`src/rtl/if_id_skid_reg_pkg.sv`:
```
// if_id_pkg: shared widths, fetch beat layout and skid-buffer state encoding
package if_id_pkg;
  localparam int XLEN_DEF = 32;
  localparam logic [XLEN_DEF-1:0] NOP_INSTR_DEF = 32'h0000_0013;
  typedef struct packed {
    logic [XLEN_DEF-1:0] pc;
    logic [XLEN_DEF-1:0] instr;
  } fetch_beat_t;
  typedef enum logic [1:0] {EMPTY = 2'd0, FULL = 2'd1, SKID = 2'd2} skid_state_t;
endpackage

```
`src/rtl/if_id_skid_reg_if.sv`:
```
// if_id_skid_reg_if: fetch-side and decode-side handshake bundle
interface if_id_skid_reg_if #(parameter int XLEN = 32);
  logic in_valid;
  logic [XLEN-1:0] in_pc;
  logic [XLEN-1:0] in_instr;
  logic in_ready;
  logic out_valid;
  logic [XLEN-1:0] out_pc;
  logic [XLEN-1:0] out_instr;
  logic out_ready;
  logic flush;
  logic [1:0] occ;
  modport master (
    output in_valid, in_pc, in_instr, out_ready, flush,
    input in_ready, out_valid, out_pc, out_instr, occ
  );
  modport slave (
    input in_valid, in_pc, in_instr, out_ready, flush,
    output in_ready, out_valid, out_pc, out_instr, occ
  );
endinterface

```
`src/rtl/if_id_skid_reg_pipe_entry.sv`:
```
// pipe_entry: one fetch beat register with load, sync clear and async reset to {0, NOP}
module pipe_entry
  import if_id_pkg::*;
#(
  parameter fetch_beat_t RST_VAL = '{pc: '0, instr: NOP_INSTR_DEF}
) (
  input  logic        clk,
  input  logic        rst,
  input  logic        ld,
  input  logic        clr,
  input  fetch_beat_t d,
  output fetch_beat_t q
);
  always_ff @(posedge clk or negedge rst)
    if (!rst) q <= RST_VAL;
    else if (clr) q <= RST_VAL;
    else if (ld) q <= d;
endmodule

```
`src/rtl/if_id_skid_reg.sv`:
```
// if_id_skid_reg: fetch-to-decode register with one skid entry and flush
module if_id_skid_reg
  import if_id_pkg::*;
#(
  parameter int XLEN = XLEN_DEF,
  parameter logic [XLEN-1:0] NOP_INSTR = NOP_INSTR_DEF
) (
  input logic clk,
  input logic rst,
  if_id_skid_reg_if.slave bus
);
  localparam fetch_beat_t BEAT_RST = '{pc: '0, instr: NOP_INSTR};
  skid_state_t state;
  fetch_beat_t in_beat, main_d, main_q, skid_q;
  logic in_fire, out_fire, main_ld, main_clr, skid_ld;
  assign in_beat = '{pc: bus.in_pc, instr: bus.in_instr};
  assign bus.in_ready = state != SKID;
  assign bus.out_valid = state != EMPTY;
  assign bus.occ = state;
  assign bus.out_pc = main_q.pc;
  assign bus.out_instr = main_q.instr;
  assign in_fire = bus.in_valid & bus.in_ready;
  assign out_fire = bus.out_valid & bus.out_ready;
  assign main_d = state == SKID ? skid_q : in_beat;
  assign main_ld = (state == EMPTY & in_fire) | (state == FULL & in_fire & out_fire) | (state == SKID & out_fire);
  // draining the last beat clears main so decode never sees a stale instruction
  assign main_clr = bus.flush | (state == FULL & !in_fire & out_fire);
  assign skid_ld = state == FULL & in_fire & !out_fire;
  pipe_entry #(.RST_VAL(BEAT_RST)) u_main (
    .clk(clk), .rst(rst), .ld(main_ld), .clr(main_clr), .d(main_d), .q(main_q)
  );
  pipe_entry #(.RST_VAL(BEAT_RST)) u_skid (
    .clk(clk), .rst(rst), .ld(skid_ld), .clr(bus.flush), .d(in_beat), .q(skid_q)
  );
  always_ff @(posedge clk or negedge rst)
    if (!rst) state <= EMPTY;
    else if (bus.flush) state <= EMPTY;
    else
      case (state)
        EMPTY: state <= in_fire ? FULL : EMPTY;
        FULL: state <= in_fire & !out_fire ? SKID : !in_fire & out_fire ? EMPTY : FULL;
        SKID: state <= out_fire ? FULL : SKID;
        default: state <= EMPTY;
      endcase
endmodule

```
`src/flat_wrapper.sv`:
```
// flat-port wrapper written by rule: the top's interface ports become plain ports
module if_id_skid_reg_flat import if_id_pkg::*;
#(
  parameter int XLEN = XLEN_DEF,
  parameter logic [XLEN-1:0] NOP_INSTR = NOP_INSTR_DEF
)
  (clk, rst, bus_in_valid, bus_in_pc, bus_in_instr, bus_out_ready, bus_flush, bus_in_ready, bus_out_valid, bus_out_pc, bus_out_instr, bus_occ);
  if_id_skid_reg_if #(.XLEN(XLEN)) bus_i ();
  input logic clk;
  input logic rst;
  input wire logic [$bits(bus_i.in_valid)-1:0] bus_in_valid;
  input wire logic [$bits(bus_i.in_pc)-1:0] bus_in_pc;
  input wire logic [$bits(bus_i.in_instr)-1:0] bus_in_instr;
  input wire logic [$bits(bus_i.out_ready)-1:0] bus_out_ready;
  input wire logic [$bits(bus_i.flush)-1:0] bus_flush;
  output wire logic [$bits(bus_i.in_ready)-1:0] bus_in_ready;
  output wire logic [$bits(bus_i.out_valid)-1:0] bus_out_valid;
  output wire logic [$bits(bus_i.out_pc)-1:0] bus_out_pc;
  output wire logic [$bits(bus_i.out_instr)-1:0] bus_out_instr;
  output wire logic [$bits(bus_i.occ)-1:0] bus_occ;
  assign bus_i.in_valid = bus_in_valid;
  assign bus_i.in_pc = bus_in_pc;
  assign bus_i.in_instr = bus_in_instr;
  assign bus_i.out_ready = bus_out_ready;
  assign bus_i.flush = bus_flush;
  assign bus_in_ready = bus_i.in_ready;
  assign bus_out_valid = bus_i.out_valid;
  assign bus_out_pc = bus_i.out_pc;
  assign bus_out_instr = bus_i.out_instr;
  assign bus_occ = bus_i.occ;
  if_id_skid_reg #(.XLEN(XLEN), .NOP_INSTR(NOP_INSTR)) u_core (.clk(clk), .rst(rst), .bus(bus_i));
endmodule
```
`config.mk`:
```
export PLATFORM = sky130hd
export DESIGN_NAME = if_id_skid_reg_flat
export DESIGN_NICKNAME = d
export VERILOG_FILES = /design/src/rtl/if_id_skid_reg_pkg.sv /design/src/rtl/if_id_skid_reg_if.sv /design/src/rtl/if_id_skid_reg_pipe_entry.sv /design/src/rtl/if_id_skid_reg.sv /design/src/flat_wrapper.sv
export SDC_FILE = /design/constraint.sdc
export NUM_CORES = 1
export LEC_CHECK = 0
export ABC_AREA = 1
export CORE_ASPECT_RATIO = 1.4
export CORE_MARGIN = 5
export CORE_UTILIZATION = 40
export CTS_CLUSTER_DIAMETER = 60
export DETAILED_ROUTE_END_ITERATION = 10
export GPL_TIMING_DRIVEN = 0
export MAX_ROUTING_LAYER = met4
export PLACE_DENSITY = 0.66
export SLEW_MARGIN = 25
export SYNTH_ARGS = -nofsm -noshare
export SYNTH_HDL_FRONTEND = slang
export SYNTH_SLANG_ARGS = --single-unit
export TNS_END_PERCENT = 20
```
`constraint.sdc`:
```
create_clock -name clk -period 2.6 [get_ports clk]
set_input_delay 0.52 -clock clk [delete_from_list [all_inputs] [get_ports clk]]
set_output_delay 0.52 -clock clk [all_outputs]
set_load 0.01 [all_outputs]
```
==> impl_metrics.prom <==
# TYPE chip_impl_metric gauge
chip_impl_info{name="outcome",value="finished clean"} 1
chip_impl_metric{name="routed_wirelength",unit="mm"} 17.15
chip_impl_metric{name="initial_core_util",unit="%"} 40.70
chip_impl_metric{name="drtAntennaViolNets",unit=""} 0
chip_impl_metric{name="worstPathArrival",unit="ps"} 1860
chip_impl_metric{name="worst-r2r-setup-slack",unit="ps"} 610
chip_impl_info{name="yosys-top-cells-area",value="sky130_fd_sc_hd__dfrtp_1, sky130_fd_sc_hd__nand2_1, sky130_fd_sc_hd__nand3_1"} 1
chip_impl_metric{name="reg2reg_depth",unit=""} 8
chip_impl_metric{name="core_region_area",unit="sq mm"} 0.01499
chip_impl_metric{name="yosysWarnings",unit=""} 0
chip_impl_metric{name="worstSkewPairLatency",unit="ps"} 410
chip_impl_metric{name="cts_repair_resize_count",unit=""} 0
chip_impl_info{name="synth_top_family_by_area",value="simple AND/OR/NAND/NOR gates"} 1
chip_impl_metric{name="synth_fa_ha_area_share",unit="%"} 0
chip_impl_metric{name="numClockSinks",unit=""} 130
chip_impl_metric{name="wl_per_cell",unit="um"} 14.77
chip_impl_metric{name="worst-slew-pin-transition",unit="ps"} 546.7
chip_impl_metric{name="numPortBuffers",unit=""} 136
chip_impl_metric{name="post_route_cells_drive_above_1_share",unit="%"} 8.884
chip_impl_info{name="cp_cell_sequence",value="inv_2 -> nand2_1 -> clkdlybuf4s50_1"} 1
chip_impl_metric{name="synth_area",unit="sq mm"} 0.006100
chip_impl_info{name="cts-root-buf",value="sky130_fd_sc_hd__clkbuf_16"} 1
chip_impl_info{name="worst_r2r_startpoint",value="u_core.bus.occ[0]"} 1
chip_impl_metric{name="total_power",unit="mW"} 5.511
chip_impl_info{name="r2r_end",value="u_core.u_main.q[33]"} 1
chip_impl_metric{name="critical_path_required",unit="ps"} 2080
chip_impl_metric{name="place.gp.congestion",unit=""} 0.8093
chip_impl_metric{name="detailedPlace.worstSlack",unit="ps"} 339.8
chip_impl_info{name="cp-end-kind",value="output pin"} 1
chip_impl_metric{name="synth.yosys.seq_area_share",unit="%"} 53.46
chip_impl_metric{name="synthArstFlopShare",unit="%"} 100.0
chip_impl_info{name="timing.hold.worst.class",value="in2async"} 1
chip_impl_metric{name="floorplan.io_pins",unit=""} 137
chip_impl_metric{name="grt_overflow_total",unit=""} 0
chip_impl_metric{name="cts_h_tree_lvls",unit=""} 4
chip_impl_metric{name="post-route-cell-area",unit="sq mm"} 0.008371
chip_impl_metric{name="drt_first_iter_violations",unit=""} 343
chip_impl_metric{name="worst_ir_drop_on_vdd",unit="uV"} 446.8
chip_impl_metric{name="chipHeight",unit="um"} 156.1
chip_impl_metric{name="area_of_the_die",unit="sq mm"} 0.01785
chip_impl_metric{name="postLayoutSetupSlackWorst",unit="ps"} 215.0
chip_impl_info{name="crit_path_start_kind",value="flop"} 1
chip_impl_info{name="critPathSlowestCell",value="sky130_fd_sc_hd__clkdlybuf4s50_1"} 1
chip_impl_metric{name="cellLeakagePower",unit="nW"} 4.466
chip_impl_metric{name="drt-pass1-iter-count",unit=""} 4
chip_impl_metric{name="drc",unit=""} 0
chip_impl_metric{name="crit_path_max_incr_delay",unit="ps"} 620
chip_impl_metric{name="postSynthNetCount",unit=""} 870
chip_impl_metric{name="hold_viol",unit=""} 0
chip_impl_metric{name="row_count",unit=""} 53
chip_impl_metric{name="fp.dieW",unit="um"} 114.4
chip_impl_metric{name="grt_first_pass_wirelength",unit="mm"} 28.21
chip_impl_metric{name="fin_skew",unit="ps"} 6.963
chip_impl_metric{name="hold-worst-slack",unit="ps"} 50.48
chip_impl_info{name="synth_top_cell_by_area",value="sky130_fd_sc_hd__dfrtp_1"} 1
chip_impl_metric{name="dp_hpwl",unit="mm"} 12.16
chip_impl_metric{name="grt.total_usage",unit="%"} 20.40
chip_impl_metric{name="netlist-cell-type-count",unit=""} 16
chip_impl_metric{name="critPathMaxFanout",unit=""} 12
chip_impl_info{name="worstSetupPathType",value="reg2out"} 1
chip_impl_metric{name="setup-violations-final",unit=""} 0
chip_impl_metric{name="yosys.area_share.simple",unit="%"} 40.49
chip_impl_metric{name="clk_pin_slew_worst_paths",unit="ps"} 50
chip_impl_metric{name="tns",unit="ps"} 0
chip_impl_metric{name="synth_seq_cells",unit=""} 130
chip_impl_metric{name="final_min_period_over_clock_period",unit="%"} 91.73
chip_impl_metric{name="nets",unit=""} 1025
chip_impl_metric{name="area_growth_syn_to_layout",unit="%"} 37.23
chip_impl_metric{name="antenna_found_initial",unit=""} 1
chip_impl_info{name="synth.most_common_cell",value="sky130_fd_sc_hd__nand2_1"} 1
chip_impl_metric{name="via_per_inst",unit=""} 4.885
chip_impl_metric{name="achievable-frequency",unit="MHz"} 419.3
chip_impl_metric{name="via_total_after_detailed_routing",unit=""} 5671
chip_impl_metric{name="place_area",unit="sq mm"} 0.007734
chip_impl_metric{name="yosys.area_share.xor_xnor",unit="%"} 0
chip_impl_metric{name="power_per_cell_area",unit="mW/mm^2"} 658.4
chip_impl_metric{name="cts_buffers",unit=""} 17
chip_impl_metric{name="clock_path_buffers",unit=""} 2
chip_impl_metric{name="count_of_flip_flops_with_a_built_in_enable_after_synthesis",unit=""} 0
chip_impl_info{name="tritoncts",value="yes"} 1
chip_impl_info{name="crit_path_start",value="u_core.bus.occ[0]"} 1
chip_impl_metric{name="synth.avg_cell_area",unit="sq um"} 7.615
chip_impl_metric{name="first_global_vias",unit=""} 5679
chip_impl_metric{name="post_synthesis_mux_area_share",unit="%"} 0
chip_impl_info{name="ys.flop_type",value="sky130_fd_sc_hd__dfrtp_1"} 1
chip_impl_metric{name="post-synth-top-area-fraction",unit="%"} 50.87
chip_impl_info{name="synth_common_cells",value="sky130_fd_sc_hd__nand2_1, sky130_fd_sc_hd__nand3_1, sky130_fd_sc_hd__dfrtp_1"} 1
chip_impl_metric{name="slew_viol_final",unit=""} 0
chip_impl_metric{name="relSlewSlack",unit="%"} 63.56
chip_impl_metric{name="synth_area_in_compound_gates",unit="%"} 0.4923
chip_impl_metric{name="cells_after_synthesis",unit=""} 801
chip_impl_metric{name="max-cap-violations",unit=""} 0
chip_impl_metric{name="grt_start_max_net_pins",unit=""} 67
chip_impl_metric{name="min_period",unit="ps"} 2385
chip_impl_info{name="rsz0062_at_grt",value="false"} 1
chip_impl_metric{name="final.fill_count",unit=""} 1412
chip_impl_info{name="cp-endpoint",value="bus_in_ready"} 1
repair_timing:
| item | CTS | global route |
|---|---|---|
| setup endpoints to repair | 0 | 1 |
| setup buffers | 0 | 0 |
| hold buffers | 0 | 0 |
report_power, final:
group,internal (mW),switching [mW]
Clock,1.70,0.893
Sequential,2.13,0.0572
Combinational,0.339,0.396
per-stage QoR:
stage                     cells  util (%)
after floorplan             801         -
after global placement     1129     51.39
after detailed placement   1130     51.60
after CTS                  1161     55.86
after global routing       1161     55.85
final                      1161     55.85
kinds of logic after synthesis:
kind of cell,count (synthesis)
flip-flops,130
AND/OR/NAND/NOR,593
buffers and inverters,72
AO/OA/AOI/OAI,6
sequential cells by signal (all words and copies together), names as in the netlist:
signal / count
u_core.u_main.q: 64
u_core.u_skid.q: 64
u_core.bus.occ: 2
worst max-delay path, delay by kind of cell, from the launching register on:
| family | cells | cell delay [ps] |
|---|---|---|
| flip-flops | 1 | 430 |
| AND/OR/NAND/NOR | 1 | 320 |
| buffers and inverters | 2 | 690 |
worst min-delay path by stage:
stage | to | slack (ps)
6_report | u_core.u_skid.q[9] | 50
5_1_grt | u_core.u_skid.q[9] | 90
4_1_cts | u_core.u_skid.q[9] | 70
3_5_place_dp | u_core.u_main.q[4] | 490
3_3_place_gp | u_core.u_main.q[4] | 480
2_1_floorplan | u_core.bus.occ[0] | 220
placed cells by master, fill, tap and decap left out, types with 2 or more instances in the layout:
master                            instances
sky130_fd_sc_hd__clkbuf_16               17
sky130_fd_sc_hd__buf_2                   37
sky130_fd_sc_hd__nor3_1                   2
sky130_fd_sc_hd__clkbuf_1                11
sky130_fd_sc_hd__inv_1                    9
sky130_fd_sc_hd__clkinvlp_4               3
sky130_fd_sc_hd__buf_4                    6
sky130_fd_sc_hd__nor2_1                   4
sky130_fd_sc_hd__inv_2                    3
sky130_fd_sc_hd__clkdlybuf4s50_1        135
sky130_fd_sc_hd__nand3_1                187
sky130_fd_sc_hd__bufinv_16                5
sky130_fd_sc_hd__clkinv_4                 2
sky130_fd_sc_hd__dfrtp_1                124
sky130_fd_sc_hd__buf_1                    6
sky130_fd_sc_hd__nand2_1                397
sky130_fd_sc_hd__dfstp_2                  6
sky130_fd_sc_hd__a21oi_1                  3
sky130_fd_sc_hd__nor2_2                   2
sky130_fd_sc_hd__o21ai_0                  3
sky130_fd_sc_hd__clkinv_2                 2
cell type report:
cell class	instances	area (sq um)	share of cell area [%]
Antenna cell	1	2.502	0.02990
Multi-Input combinational cell	599	2500	29.87
Buffer	59	290.3	3.468
Sequential cell	130	3261	38.95
Inverter	12	45.04	0.5381
Clock buffer	18	429.2	5.127
Clock inverter	13	209.0	2.496
Timing Repair Buffer	137	1394	16.65
Tap cell	192	240.2	2.870
per-layer routing:
metal	share of wire, %	track usage, %	vias to the layer above
li1	-	-	2871
met1	43	24.54	2647
met2	51	34.48	136
met3	4.2	3.880	17
met4	1.7	6.508	0
met5	0	-	-
Power figures use the tool's default switching activity.
